===== config.mk =====
export PLATFORM = sky130hd
export DESIGN_NAME = div_job_sequencer
export DESIGN_NICKNAME = d
export VERILOG_FILES = /design/src/rtl/div_pkg.sv /design/src/rtl/div_op_fifo.sv /design/src/rtl/div_job_sequencer.sv
export SDC_FILE = /design/constraint.sdc
export NUM_CORES = 1
export LEC_CHECK = 0
export BUFFER_PORTS_ARGS = -buffer_cell sky130_fd_sc_hd__buf_2
export CORE_MARGIN = 8
export CORE_UTILIZATION = 45
export DETAILED_ROUTE_END_ITERATION = 8
export HOLD_SLACK_MARGIN = 0.03
export PLACE_DENSITY_LB_ADDON = 0.08
export SYNTH_ARGS = -nofsm -noshare
export SYNTH_HDL_FRONTEND = slang
export SYNTH_SLANG_ARGS = --single-unit

===== constraint.sdc =====
create_clock -name CLK -period 5.2 [get_ports CLK]
set_input_delay 0.26 -clock CLK [delete_from_list [all_inputs] [get_ports CLK]]
set_output_delay 0.26 -clock CLK [all_outputs]
set_load 0.005 [all_outputs]

===== src/rtl/div_pkg.sv =====
`default_nettype none
// ---------------------------------------------------------------------------
// div_pkg : shared result codes and FSM encoding for the divide sequencer
// Revision: 1.0
// ---------------------------------------------------------------------------
package div_pkg;

  typedef enum logic [1:0] {
    ST_OK  = 2'b00,
    ST_OV  = 2'b01,
    ST_DBZ = 2'b10,
    ST_TMO = 2'b11
  } div_status_e;

  typedef enum logic [1:0] {
    S_IDLE  = 2'b00,
    S_START = 2'b01,
    S_WAIT  = 2'b10,
    S_DONE  = 2'b11
  } seq_state_e;

endpackage
`default_nettype wire


===== src/rtl/div_op_fifo.sv =====
`default_nettype none
// ---------------------------------------------------------------------------
// div_op_fifo : 2-entry in-order buffer for dividend/divisor operand pairs
// Revision: 1.0
// ---------------------------------------------------------------------------
module div_op_fifo #(
  parameter int DW = 8
) (
  input  logic          CLK,
  input  logic          RST,
  input  logic          push,
  input  logic          pop,
  input  logic [DW-1:0] push_dividend,
  input  logic [DW-1:0] push_divisor,
  output logic [DW-1:0] head_dividend,
  output logic [DW-1:0] head_divisor,
  output logic          full,
  output logic          empty
);

  logic [DW-1:0] mem_dvd [2];
  logic [DW-1:0] mem_dvs [2];
  logic          wr_ptr;
  logic          rd_ptr;
  logic [1:0]    count;
  logic          do_push;
  logic          do_pop;

  assign full          = (count == 2'd2);
  assign empty         = (count == 2'd0);
  assign do_push       = push & ~full;
  assign do_pop        = pop & ~empty;
  assign head_dividend = mem_dvd[rd_ptr];
  assign head_divisor  = mem_dvs[rd_ptr];

  // Storage needs no reset: an entry is only read after it has been written.
  always_ff @(posedge CLK) begin
    if (do_push) begin
      mem_dvd[wr_ptr] <= push_dividend;
      mem_dvs[wr_ptr] <= push_divisor;
    end
  end

  always_ff @(posedge CLK or posedge RST) begin
    if (RST) begin
      wr_ptr <= 1'b0;
      rd_ptr <= 1'b0;
      count  <= 2'd0;
    end else begin
      if (do_push) wr_ptr <= ~wr_ptr;
      if (do_pop)  rd_ptr <= ~rd_ptr;
      case ({do_push, do_pop})
        2'b10:   count <= count + 2'd1;
        2'b01:   count <= count - 2'd1;
        default: count <= count;
      endcase
    end
  end

endmodule
`default_nettype wire


===== src/rtl/div_job_sequencer.sv =====
`default_nettype none
// ---------------------------------------------------------------------------
// div_job_sequencer : buffers operand pairs, runs one divider job at a time
// with timeout, and presents results on a valid/ready output.
// Revision: 1.0
// ---------------------------------------------------------------------------
module div_job_sequencer
  import div_pkg::*;
#(
  parameter int DW  = 8,
  parameter int TMO = 63
) (
  input  logic          CLK,
  input  logic          RST,
  input  logic          in_valid,
  output logic          in_ready,
  input  logic [DW-1:0] in_dividend,
  input  logic [DW-1:0] in_divisor,
  output logic          div_start,
  output logic [DW-1:0] div_dividend,
  output logic [DW-1:0] div_divisor,
  input  logic          div_finish,
  input  logic          div_ov,
  input  logic          div_dbz,
  input  logic [DW-1:0] div_quot,
  input  logic [DW-1:0] div_rem,
  output logic          out_valid,
  input  logic          out_ready,
  output logic [DW-1:0] out_quot,
  output logic [DW-1:0] out_rem,
  output logic [1:0]    out_status,
  output logic          busy
);

  localparam int            TW    = (TMO < 1) ? 1 : $clog2(TMO + 1);
  localparam logic [TW-1:0] TMO_T = TW'(TMO);

  seq_state_e    state;
  seq_state_e    state_nx;
  logic [TW-1:0] timer;
  logic          fifo_full;
  logic          fifo_empty;
  logic          push;
  logic          launch;
  logic          done_hit;
  div_status_e   done_code;
  logic [DW-1:0] head_dvd;
  logic [DW-1:0] head_dvs;

  assign in_ready  = ~fifo_full;
  assign push      = in_valid & in_ready;
  assign launch    = (state == S_IDLE) & ~fifo_empty & ~out_valid;
  assign div_start = (state == S_START);
  assign busy      = (state != S_IDLE) | ~fifo_empty | out_valid;

  div_op_fifo #(.DW(DW)) u_fifo (
    .CLK           (CLK),
    .RST           (RST),
    .push          (push),
    .pop           (launch),
    .push_dividend (in_dividend),
    .push_divisor  (in_divisor),
    .head_dividend (head_dvd),
    .head_divisor  (head_dvs),
    .full          (fifo_full),
    .empty         (fifo_empty)
  );

  always_ff @(posedge CLK or posedge RST) begin
    if (RST) state <= S_IDLE;
    else     state <= state_nx;
  end

  always_comb begin
    state_nx  = state;
    done_hit  = 1'b0;
    done_code = ST_OK;
    case (state)
      S_IDLE:  if (launch) state_nx = S_START;
      S_START: state_nx = S_WAIT;
      S_WAIT: begin
        if (div_finish) begin
          done_hit  = 1'b1;
          done_code = ST_OK;
        end else if (div_dbz) begin
          done_hit  = 1'b1;
          done_code = ST_DBZ;
        end else if (div_ov) begin
          done_hit  = 1'b1;
          done_code = ST_OV;
        end else if (timer == TMO_T) begin
          done_hit  = 1'b1;
          done_code = ST_TMO;
        end
        if (done_hit) state_nx = S_DONE;
      end
      S_DONE:  state_nx = S_IDLE;
      default: state_nx = S_IDLE;
    endcase
  end

  // The result is latched as the job leaves WAIT so out_valid rises one
  // cycle after the completion is sampled; DONE is then a single turnaround.
  always_ff @(posedge CLK or posedge RST) begin
    if (RST) begin
      timer        <= '0;
      div_dividend <= '0;
      div_divisor  <= '0;
      out_valid    <= 1'b0;
      out_quot     <= '0;
      out_rem      <= '0;
      out_status   <= ST_OK;
    end else begin
      if (launch) begin
        div_dividend <= head_dvd;
        div_divisor  <= head_dvs;
      end
      if (state == S_START)
        timer <= '0;
      else if ((state == S_WAIT) && !done_hit)
        timer <= timer + 1'b1;
      if (out_valid && out_ready)
        out_valid <= 1'b0;
      if (done_hit) begin
        out_valid  <= 1'b1;
        out_status <= done_code;
        out_quot   <= (done_code == ST_OK) ? div_quot : '0;
        out_rem    <= (done_code == ST_OK) ? div_rem  : '0;
      end
    end
  end

endmodule
`default_nettype wire


==> results.ini <==
[floorplanning]
number_of_rows_created_at_floorplan = 30
die-height_um = 99.31
floorplan.io_pins = 77
die_area_um2 = 9861
floorplan.die.width_um = 99.31
coreArea_um2 = 6756
starting_density = 0.4622

[grt]
grt_overflow_total = 0
initial_antenna_violation_count = 0
grt_start_max_net_pins = 48
grt_use_total = 0.1253
number_of_global_route_vias_before_repair = 1978
grt_first_pass_wirelength_um = 9680

[placed_design]
number_of_port_buffers = 76
half_perimeter_wire_length_after_placement_um = 4028
dp_slack_ps = 2707
gpl.final_weighted_congestion = 0.6934

[run_status]
outcome = complete, no violations

[timing]
setup_viol = 0
rel_slew_slack = 0.3486
timing.final.max_slew_violations = 0
tightestPinTransition_ps = 975.7
worst_hold_slack_ps = 83.53
postLayoutSetupSlackWorst_ps = 2729
skew_ps = 7.513
setup_total_negative_slack_ps = 0
finalHoldViolations = 0
final_min_period_ps = 2471
final_min_period_over_clock_period = 0.4752
grt_setup_unrepaired = false
maxClockFrequency_mhz = 404.7

[pwr]
p_leak_uw = 0.001712
vdd_ir_drop_max_v = 0.0002826
p_per_area_nw_per_um2 = 564.5
total_power_uw = 2134

[synthesis]
postSynth.asyncResetShare = 0.5949
number_of_warnings_printed_during_yosys_synthesis = 0
synthesis.area_per_instance_um2 = 14.46
postSynthCellCount = 216
synth.top_cells.by_count = 47 x sky130_fd_sc_hd__dfrtp_1, 32 x sky130_fd_sc_hd__edfxtp_1, 23 x sky130_fd_sc_hd__nor2_1
yosys_most_used_dff = sky130_fd_sc_hd__dfrtp_1
ys_seq_elements = 79
synth_top_area_cell = sky130_fd_sc_hd__dfrtp_1
synthMostInstantiatedCell = sky130_fd_sc_hd__dfrtp_1
synth_top_area_share = 0.3766
post_synth_instance_area_um2 = 3123
count_of_flip_flops_with_a_built_in_enable_after_synthesis = 32
post_synthesis_net_count = 261
post_synth_main_area_contributors = sky130_fd_sc_hd__dfrtp_1 38%, sky130_fd_sc_hd__edfxtp_1 31%, sky130_fd_sc_hd__mux2i_1 5.4%
synth_sequential_area_ratio = 0.6843
synth.distinct_cells = 39

[setup_path]
critical_path.reg2reg.startpoint = state[0]
worst_ep_arrival_time_ps = 2740
worst-endpoint-required_ps = 5470
worstPathMaxFanout = 33
reg2reg_setup_slack_ps = 2730
critical_path.reg2reg.endpoint = u_fifo.count[1]
worstRegToRegCells = 8
timing.critical_path.from_type = flop
worstSetupEndpointType = flop
timing_worst_setup_path_type = flop to flop

[finish]
nets = 340
multiInputGateArea_um2 = 919.6
seqCellArea_um2 = 2137
syn_to_final_growth_pct = 21.03
num-fill-cells = 592
final_layout_size_suffix_gt1_frac = 0.3400
antenna-diode-count = 0

[detailed_routing]
detail_route.first_pass.iterations = 4
drc = 0
avg_wl_per_cell_um = 15.44
drtIter0Drc = 74
final_routed_wirelength_um = 5868
via_per_inst = 5.089
num_vias = 1934
drt.antenna.violating_nets = 0

[clock_network]
cts_tree = done
cts.reportedPaths.clkPinSlew_ps = 80
post_cts.resized_instances = 0
post-cts-setup-buffer-count = 0
maximum_count_of_clock_buffers_along_a_single_path = 2
clock-sinks = 79
cts_made_buffers = 9
holdBufCountCts = 0
clk_root_buffer_cell = sky130_fd_sc_hd__clkbuf_8
h-tree-depth = 3
insertion_delay_ps = 340

[worst_hold_path]
destination_of_the_worst_hold_path = out_valid
worst_hold_path.num_cells = 2
worst_hold_startpoint = out_ready
holdCritPathClass = input pin to flop

[flow_run]
max_cap_violations = 0

registers in the layout, indices dropped and copies added (netlist names):
name,flops
u_fifo.mem_dvs,16
u_fifo.mem_dvd,16
u_fifo.count,2
u_fifo.wr_ptr,1
out_valid,1
out_quot,8
div_dividend,8
div_divisor,8
out_status,2
timer,6
out_rem,8
u_fifo.rd_ptr,1
state,2
routing by layer:
metal  vias up  track usage  share of wire
li1        947            -              -
met1       922       0.1478           0.44
met2        56       0.1942           0.47
met3         9      0.05587          0.078
met4         0      0.05239          0.013
met5         -            0              0
power breakdown:
| group | total, µW | leakage (µW) | internal, µW | switching (µW) |
|---|---|---|---|---|
| Sequential | 1000 | 0.000871 | 869 | 133 |
| Clock | 478 | 0.000104 | 269 | 210 |
| Combinational | 653 | 0.000737 | 327 | 326 |
| Total | 2130 | 0.00171 | 1460 | 669 |
through the flow:
step	instance area, µm²	util	std cells
final	3780	0.5594	380
after detailed placement	3567	0.5280	364
after global routing	3780	0.5594	380
after CTS	3780	0.5594	380
after floorplan	3123	-	216
after global placement	3567	0.5280	364
how the worst max path moves through the flow:
stage / from / endpoint / slack (ps) / cells after the start
2_1_floorplan: state[0] / u_fifo.count[1] / 3220 / 9
3_3_place_gp: state[0] / u_fifo.count[1] / 2780 / 8
3_5_place_dp: state[0] / u_fifo.count[1] / 2710 / 8
4_1_cts: state[0] / u_fifo.count[1] / 2680 / 8
5_1_grt: state[0] / u_fifo.count[1] / 2450 / 8
6_report: state[0] / u_fifo.count[1] / 2730 / 8
placed cells by master (no fill, tap or decap), drive strengths merged, types with 2 or more instances in the layout:
cell / n
buf: 77
dfrtp: 47
edfxtp: 32
nor2: 23
a21oi: 21
mux2i: 17
a22o: 16
clkbuf: 10
xnor2: 6
ha: 6
inv: 6
o21a: 4
and2: 4
o21ai: 4
clkinv: 3
nand3: 2
nand2: 2
and3: 2
bufinv: 2
worst max-delay path, stage by stage (launching register included):
cell and delay (ps):
sky130_fd_sc_hd__dfrtp_1 400, sky130_fd_sc_hd__inv_1 110, sky130_fd_sc_hd__ha_1 210, sky130_fd_sc_hd__nor2b_1 220, sky130_fd_sc_hd__o21ai_2 120, sky130_fd_sc_hd__inv_1 670, sky130_fd_sc_hd__ha_1 390, sky130_fd_sc_hd__nor2_1 140
sky130_fd_sc_hd__xor2_1 140
logic make-up after synthesis:
family,share of synthesized area
xor gates and xnor gates,0.01963
and+or+nand+nor,0.06611
adders and majority gates,0.02404
DFF,0.6843
buffers and inverters,0.02123
AOI/OAI and AO/OA,0.1254
muxes,0.05929
final cells by class:
cell class	instances	area share
repair buffers	77	0.1026
flip-flops and latches	79	0.5654
clock buffers	10	0.03376
clock inverters	6	0.02251
multi-input cells	122	0.2433
inverters	6	0.005958
well taps	80	0.02648
Power figures use the tool's default switching activity.
